$ cat config.mk
export PLATFORM = sky130hd
export DESIGN_NAME = snake_uart_tx
export DESIGN_NICKNAME = d
export VERILOG_FILES = /design/src/rtl/snake_uart_tx.sv
export SDC_FILE = /design/constraint.sdc
export NUM_CORES = 1
export LEC_CHECK = 0
export BUFFER_PORTS_ARGS = -buffer_cell sky130_fd_sc_hd__buf_4
export CORE_AREA = 2 2 76 78
export CTS_CLUSTER_SIZE = 30
export DETAILED_ROUTE_END_ITERATION = 7
export DIE_AREA = 0 0 78 80
export PLACE_DENSITY = 0.73
export SLEW_MARGIN = 20
export SYNTH_ARGS = -nofsm -noshare
export SYNTH_HDL_FRONTEND = slang
export SYNTH_SLANG_ARGS = --single-unit
$ cat constraint.sdc
create_clock -name clk -period 2.5 [get_ports clk]
set_clock_uncertainty 0.05 [all_clocks]
set_input_delay 0.125 -clock clk [delete_from_list [all_inputs] [get_ports clk]]
set_output_delay 0.125 -clock clk [all_outputs]
set_load 0.02 [all_outputs]
$ cat src/rtl/snake_uart_tx.sv
// Byte-wide UART transmitter with a small write FIFO, sending 8N1 frames LSB first.
// Define SNAKE_UART_TX_PARITY_EN to insert an even-parity bit (8E1 frames).
module snake_uart_tx #(
    parameter int CLK_FREQ   = 25000000,
    parameter int BAUD       = 115200,
    parameter int FIFO_DEPTH = 4
) (
    input  logic       clk,
    input  logic       rstn,
    input  logic [7:0] dataTX,
    input  logic       WR_TX,
    output logic       full,
    output logic       busy,
    output logic       overflow,
    output logic       TX
);
    localparam int BAUD_DIV = (CLK_FREQ + BAUD / 2) / BAUD;
    localparam int CW       = (BAUD_DIV > 1) ? $clog2(BAUD_DIV) : 1;
    localparam int PW       = (FIFO_DEPTH > 1) ? $clog2(FIFO_DEPTH) : 1;
    localparam logic [CW-1:0] CNT_MAX = CW'(BAUD_DIV - 1);
    localparam logic [PW:0]   CNT_FULL = (PW+1)'(FIFO_DEPTH);

`ifdef SNAKE_UART_TX_PARITY_EN
    typedef enum logic [2:0] {IDLE, START, DATA, PARITY, STOP} state_t;
`else
    typedef enum logic [1:0] {IDLE, START, DATA, STOP} state_t;
`endif

    logic [7:0]    mem [FIFO_DEPTH];
    logic [PW-1:0] wr_ptr, rd_ptr;
    logic [PW:0]   count;
    logic          push, pop;

    state_t        state, state_n;
    logic [CW-1:0] cnt, cnt_n;
    logic [2:0]    bit_idx, idx_n;
    logic [7:0]    shift, shift_n;
    logic          tx, tx_n;
`ifdef SNAKE_UART_TX_PARITY_EN
    logic          par, par_n;
`endif

    // full comes from the registered count, so a write seen while full is
    // dropped even if the FSM pops in that same cycle.
    assign full     = (count == CNT_FULL);
    assign push     = WR_TX & ~full;
    assign busy     = (state != IDLE) | (count != '0);
    assign TX       = tx;

    always_ff @(posedge clk or negedge rstn) begin
        if (!rstn) begin
            wr_ptr   <= '0;
            rd_ptr   <= '0;
            count    <= '0;
            overflow <= 1'b0;
        end else begin
            if (push) wr_ptr <= wr_ptr + PW'(1);
            if (pop)  rd_ptr <= rd_ptr + PW'(1);
            case ({push, pop})
                2'b10:   count <= count + (PW+1)'(1);
                2'b01:   count <= count - (PW+1)'(1);
                default: count <= count;
            endcase
            if (WR_TX && full) overflow <= 1'b1;
        end
    end

    always_ff @(posedge clk) begin
        if (push) mem[wr_ptr] <= dataTX;
    end

    always_ff @(posedge clk or negedge rstn) begin
        if (!rstn) begin
            state   <= IDLE;
            cnt     <= '0;
            bit_idx <= '0;
            shift   <= '0;
            tx      <= 1'b1;
`ifdef SNAKE_UART_TX_PARITY_EN
            par     <= 1'b0;
`endif
        end else begin
            state   <= state_n;
            cnt     <= cnt_n;
            bit_idx <= idx_n;
            shift   <= shift_n;
            tx      <= tx_n;
`ifdef SNAKE_UART_TX_PARITY_EN
            par     <= par_n;
`endif
        end
    end

    always_comb begin
        state_n = state;
        cnt_n   = cnt + CW'(1);
        idx_n   = bit_idx;
        shift_n = shift;
        tx_n    = tx;
        pop     = 1'b0;
`ifdef SNAKE_UART_TX_PARITY_EN
        par_n   = par;
`endif
        case (state)
            IDLE: begin
                cnt_n = '0;
                tx_n  = 1'b1;
                if (count != '0) begin
                    pop     = 1'b1;
                    tx_n    = 1'b0;
                    state_n = START;
                end
            end
            START: begin
                if (cnt == CNT_MAX) begin
                    cnt_n   = '0;
                    idx_n   = '0;
                    tx_n    = shift[0];
                    state_n = DATA;
                end
            end
            DATA: begin
                if (cnt == CNT_MAX) begin
                    cnt_n = '0;
                    if (bit_idx == 3'd7) begin
`ifdef SNAKE_UART_TX_PARITY_EN
                        tx_n    = par;
                        state_n = PARITY;
`else
                        tx_n    = 1'b1;
                        state_n = STOP;
`endif
                    end else begin
                        shift_n = {1'b0, shift[7:1]};
                        idx_n   = bit_idx + 3'd1;
                        tx_n    = shift[1];
                    end
                end
            end
`ifdef SNAKE_UART_TX_PARITY_EN
            PARITY: begin
                if (cnt == CNT_MAX) begin
                    cnt_n   = '0;
                    tx_n    = 1'b1;
                    state_n = STOP;
                end
            end
`endif
            STOP: begin
                if (cnt == CNT_MAX) begin
                    cnt_n = '0;
                    // back-to-back frames: go straight to a new start bit
                    if (count != '0) begin
                        pop     = 1'b1;
                        tx_n    = 1'b0;
                        state_n = START;
                    end else begin
                        tx_n    = 1'b1;
                        state_n = IDLE;
                    end
                end
            end
            default: begin
                cnt_n   = '0;
                tx_n    = 1'b1;
                state_n = IDLE;
            end
        endcase
        if (pop) begin
            shift_n = mem[rd_ptr];
`ifdef SNAKE_UART_TX_PARITY_EN
            par_n   = ^mem[rd_ptr];
`endif
        end
    end
endmodule

* Word-level counts from Yosys, hierarchy flattened *
Memory sizes are Yosys's and may differ from the RTL's.
Cells that the tools add are included.

word-level totals
  memories kept = 1
  output and inout bits = 4
  input port bits = 11
  RAM bits = 32
  register bits = 30
  logic and storage cells = 76

memories
  name  words  width  rd ports  clocked after memory_dff  wr ports  RTL line  text
  mem   4      8      1         0                         1         29        logic [7:0] mem [FIFO_DEPTH];

cells by class
  equal/unequal tests = 15
  mux-type cells = 29
  bitwise operators = 3
  add/sub/neg operators = 6
  reductions and logical operators = 13

operators with widths
  kind                                                                   count
  8-bit 2-to-1 mux                                                       5
  8-bit one-hot mux with 2 select lines                                  1
  2-bit != test, second input constant                                   7
  3-bit one-hot mux with 2 select lines                                  2
  1-bit 2-to-1 mux                                                       10
  2-bit 2-to-1 mux                                                       5
  2-bit nonzero test                                                     5
  3-bit 2-to-1 mux                                                       3
  8-bit by 1-bit adder with 8-bit output, second input constant          1
  8-bit equality test, second input constant                             1
  2-bit one-hot mux with 4 select lines                                  1
  3-bit by 1-bit adder with 3-bit output, second input constant          2
  2-bit equality test, second input constant                             3
  3-bit equality test, second input constant                             2
  3-bit AND reduction                                                    2
  5-bit AND reduction                                                    1
  2-bit by 1-bit adder with 2-bit output, second input constant          2
  2-bit by 1-bit equality test with 1-bit output, second input constant  2
  1-bit one-hot mux with 4 select lines                                  1
  4-bit AND reduction                                                    1
  3-bit nonzero test                                                     1
  3-bit OR reduction                                                     1
  3-bit by 1-bit subtractor with 3-bit output, second input constant     1
  2-bit zero test                                                        1
  other kinds (5)                                                        5

* Logic depth before layout (Yosys ltp) *
  depth after elaboration = 6
  depth in mapped cells = 11
  gate-level depth less buffers = 11

* Least setup slack after synthesis *
OpenSTA, ideal clock, no wires.

  path type = flip-flop to flip-flop
  start = reg cnt[0]
  end = reg count[2]
  clock period less this slack = 2446 ps
  library setup time = 79 ps
  arrival = 2317 ps
  data required time = 2371 ps
  buffers on the path = 0
  setup slack = 54 ps
  stages on the path, launching flop included = 12
  cells stage by stage = dfrtp_1 inv_1 ha_1 and4bb_2 a31oi_2 nor3_4 ha_1 inv_1 fa_1 xor2_1 nor2_1 xor2_1

between the ends
  word-level cells in the longest chain between the ends = 5
  elaborated cells between the ends (all ways) = 7
  those cells by class = 3 x eq/ne; 3 x mux; 1 x reduce/logical

ends and longest elaborated chain
  element                                                                                       RTL line  text
  from (decl)                                                                                   35        logic [CW-1:0] cnt, cnt_n;
  from (signal assigned)                                                                        84        cnt <= cnt_n;
  8-bit equality test *                                                                         150       if (cnt == CNT_MAX) begin
  1-bit 2-to-1 mux *                                                                            150
  1-bit one-hot mux with 2 select lines *                                                       104       case (state)
  2-bit by 1-bit equality test with 1-bit output / 2-bit equality test (equally long branches)  59        case ({push, pop})
  3-bit one-hot mux with 2 select lines / 2-bit nonzero test (equally long branches)            n/a
  to (signal assigned)                                                                          60        2'b10: count <= count + (PW+1)'(1);
  to (signal assigned)                                                                          61        2'b01: count <= count - (PW+1)'(1);
  to (signal assigned)                                                                          62        default: count <= count;
  to (decl)                                                                                     31        logic [PW:0] count;

Every way passes the cells marked *; elsewhere a longest branch is shown, timed or not.
A chain may end at the register's enable or synchronous reset.

* Worst setup path after layout *
Same ends and word-level chain as after synthesis.

==> results.tsv <==
stage	metric	value	unit
clocking	CTS clk-pin slew, worst paths	70	ps
clocking	TritonCTS clock tree	done	
logic_synthesis	EDFF count, synth	32	
logic_synthesis	Ys Warns	0	
clocking	# Post-CTS Setup Buffers	0	
route	Initial DRT Pass Iterations	4	
clocking	clk sinks	62	
logic_synthesis	Syn Nets	217	
setup_path	RR Startpoint	cnt[0]	
placed_design	post-DP HPWL	2.955	mm
placed_design	Port-buffer cells	14	
layout	commonest non-fill, non-tap cell in the layout	edfxtp_1	
floorplanning	core footprint	5405	µm²
pwr	Leak	0.001388	µW
sta	RSZ-0062 raised after global routing	false	
pwr	cell area power density	1143	nW/µm²
floorplanning	starting density of the core	0.5238	
sta	Max Clk Rate	422.6	MHz
layout	fill count	397	
floorplanning	FP Rows	27	
logic_synthesis	post-synthesis register bit count	62	
sta	final setup violation count	0	
setup_path	reg2reg setup slack	130	ps
floorplanning	die area	6240	µm²
sta	Setup TNS Final	0	ps
pwr	Tot Pwr	3880	µW
global_routing	first-pass GRT wire length	7.859	mm
global_routing	Tot GR Track Use	0.1723	
sta	final period utilization	0.9466	
layout	most frequent cells in the layout	edfxtp_1 (32), dfrtp_1 (29), mux2_2 (18), buf_4 (18)	
sta	Slew Viols, Final	0	
floorplanning	die height	80	µm
logic_synthesis	register area share after synthesis	0.6049	
sta	Final Critical Period	2367	ps
floorplanning	die width	78	µm
clocking	Num CTS Buffers	9	
status	status	finished, final reports clean	
setup_path	worst-path maximum fanout	4	
global_routing	vias in the first global route	1657	
sta	final hold viol count	0	
placed_design	worst slack at placement	165.0	ps
route	post-DR vias/cell	5.211	
logic_synthesis	ys async rst share	0.4839	
layout	Area Overhead vs Synth	19.89	%
global_routing	largest net degree at the start of global routing	31	
route	final WL	4.465	mm
clocking	number of H-tree levels	3	
clocking	clock latency on the worst-skew pair	340	ps
layout	area occupied by multi-input gates	1065	µm²
setup_path	R2R cell count	11	
setup_path	crit path DAT	2580	ps
setup_path	critical path launch point	cnt[0]	
floorplanning	io pins	15	
setup_path	Crit Path Class	flop to flop	
global_routing	grt ovf	0	
route	via count	1584	
clocking	Clock Tree Root	clkbuf_8	
logic_synthesis	Post-Syn Area per Cell	14.82	µm²
logic_synthesis	Synth cell types	36	
global_routing	initial antenna violation count	0	
route	DRT iter0 DRCs	81	
route	WL per Instance	14.69	µm
placed_design	GP Congestion	0.7058	
sta	Least-Margin Pin Slew	609.6	ps
layout	Inserted Diodes	0	
route	Antenna Nets Post-Route	0	
clocking	clk buf depth	2	
setup_path	worst path required time	2710	ps
layout	layout cell share with drive strength beyond 1	0.2888	
layout	sequential cell area	1713	µm²
setup_path	CP endpoint kind	flop	
layout	fin nets	253	
pwr	maximum vdd drop	0.0007014	V
sta	final worst slack	133.4	ps
setup_path	Reg2Reg Capture Point	count[2]	
logic_synthesis	top_reg_cell synth	edfxtp_1	
logic_synthesis	cells after synthesis	191	
route	residual DRC count	0	
sta	Slew Limit Headroom	0.5936	
setup_path	CP Launch Type	flop	
min_path	worst min-delay path class	input port to async pin	
logic_synthesis	mapped cell area	2831	µm²
run	max-cap violations	0	
layout	fin util	0.6280	
[Yosys cell counts, types with 3 or more instances]
cell      instances  area [µm²]
edfxtp_1         32       960.9
dfrtp_1          29       725.7
mux2_2           18       202.7
ha_1             14       175.2
nor2_1           13       48.80
inv_1            12       45.04
mux4_2            8       180.2
xor2_1            7       61.31
nand2_1           6       22.52
a22o_1            5       43.79
o21ai_0           5       25.02
xnor2_1           5       43.79
and2_1            4       25.02
nand3_1           4       20.02
and3_1            3       18.77
[how the worst max path moves through the flow]
stage,to,cells after the start,slack (ps)
after detailed placement,count[2],11,170
after CTS,count[2],11,110
after global placement,count[2],11,240
after floorplan,count[2],11,50
final,count[2],11,130
after global routing,count[2],11,1
[registers in the layout (all words and copies together) (netlist names)]
register and count:
bit_idx 3, rd_ptr 2, shift 8, state 2
overflow 1, mem 32, cnt 8, TX 1
count 3, wr_ptr 2
[per-layer routing]
metal	routed length, µm	GRT usage	up-vias
met2	2216	0.2819	23
met3	121	0.04412	11
met1	2015	0.2099	781
met5	0	0	-
met4	111	0.09474	0
li1	-	-	769
[worst max-delay path, stage by stage, from the launching register on]
cell      delay [ps]
dfrtp_1          410
inv_1             70
ha_1             160
and4bb_2         260
a31oi_2          130
nor3_4           150
ha_2             210
inv_1             50
fa_1             380
xor2_1           160
nor2_1           110
xor2_1           140
[power breakdown]
group / total [µW] / internal, µW / switching [µW]
Combinational: 1190 / 636 / 555
Clock: 1070 / 665 / 408
Sequential: 1620 / 1390 / 226
Total: 3880 / 2690 / 1190
[through the flow]
stage / std cells / area [µm²] / hold WS, ps
3_3_place_gp: 278 / 3045 / 31.41
5_1_grt: 304 / 3395 / 240.6
6_report: 304 / 3395 / 198.3
4_1_cts: 304 / 3392 / 205.3
2_1_floorplan: 191 / 2831 / -220.6
3_5_place_dp: 278 / 3045 / 30.87
[what timing repair did]
action | in CTS | in global routing
hold buffers | 10 | 0
resized for setup | 0 | 1
endpoints found under the hold margin | 63 | 0
endpoints found under the setup margin | 0 | 1
[logic make-up (layout without fill, tap and decap cells)]
| family | after synthesis | count (layout) | share of synthesized area |
|---|---|---|---|
| flip-flops | 62 | 62 | 0.6050 |
| AND/OR/NAND/NOR | 45 | 45 | 0.09148 |
| multiplexers | 26 | 26 | 0.1352 |
| AO/OA/AOI/OAI | 16 | 16 | 0.04242 |
| adder cells (fa/ha/maj) | 15 | 15 | 0.06894 |
| buffers and inverters | 15 | 56 | 0.01988 |
| XOR/XNOR | 12 | 12 | 0.03712 |
[final cells by class]
type                            count  area share
Sequential cell                    62      0.5046
Multi-Input combinational cell    114      0.3137
Timing Repair Buffer               28     0.06930
Clock buffer                        9     0.03649
Clock inverter                      7     0.03612
Tap cell                           72     0.02654
Inverter                           12     0.01327
Note: power is estimated with default switching activity, not from simulation.
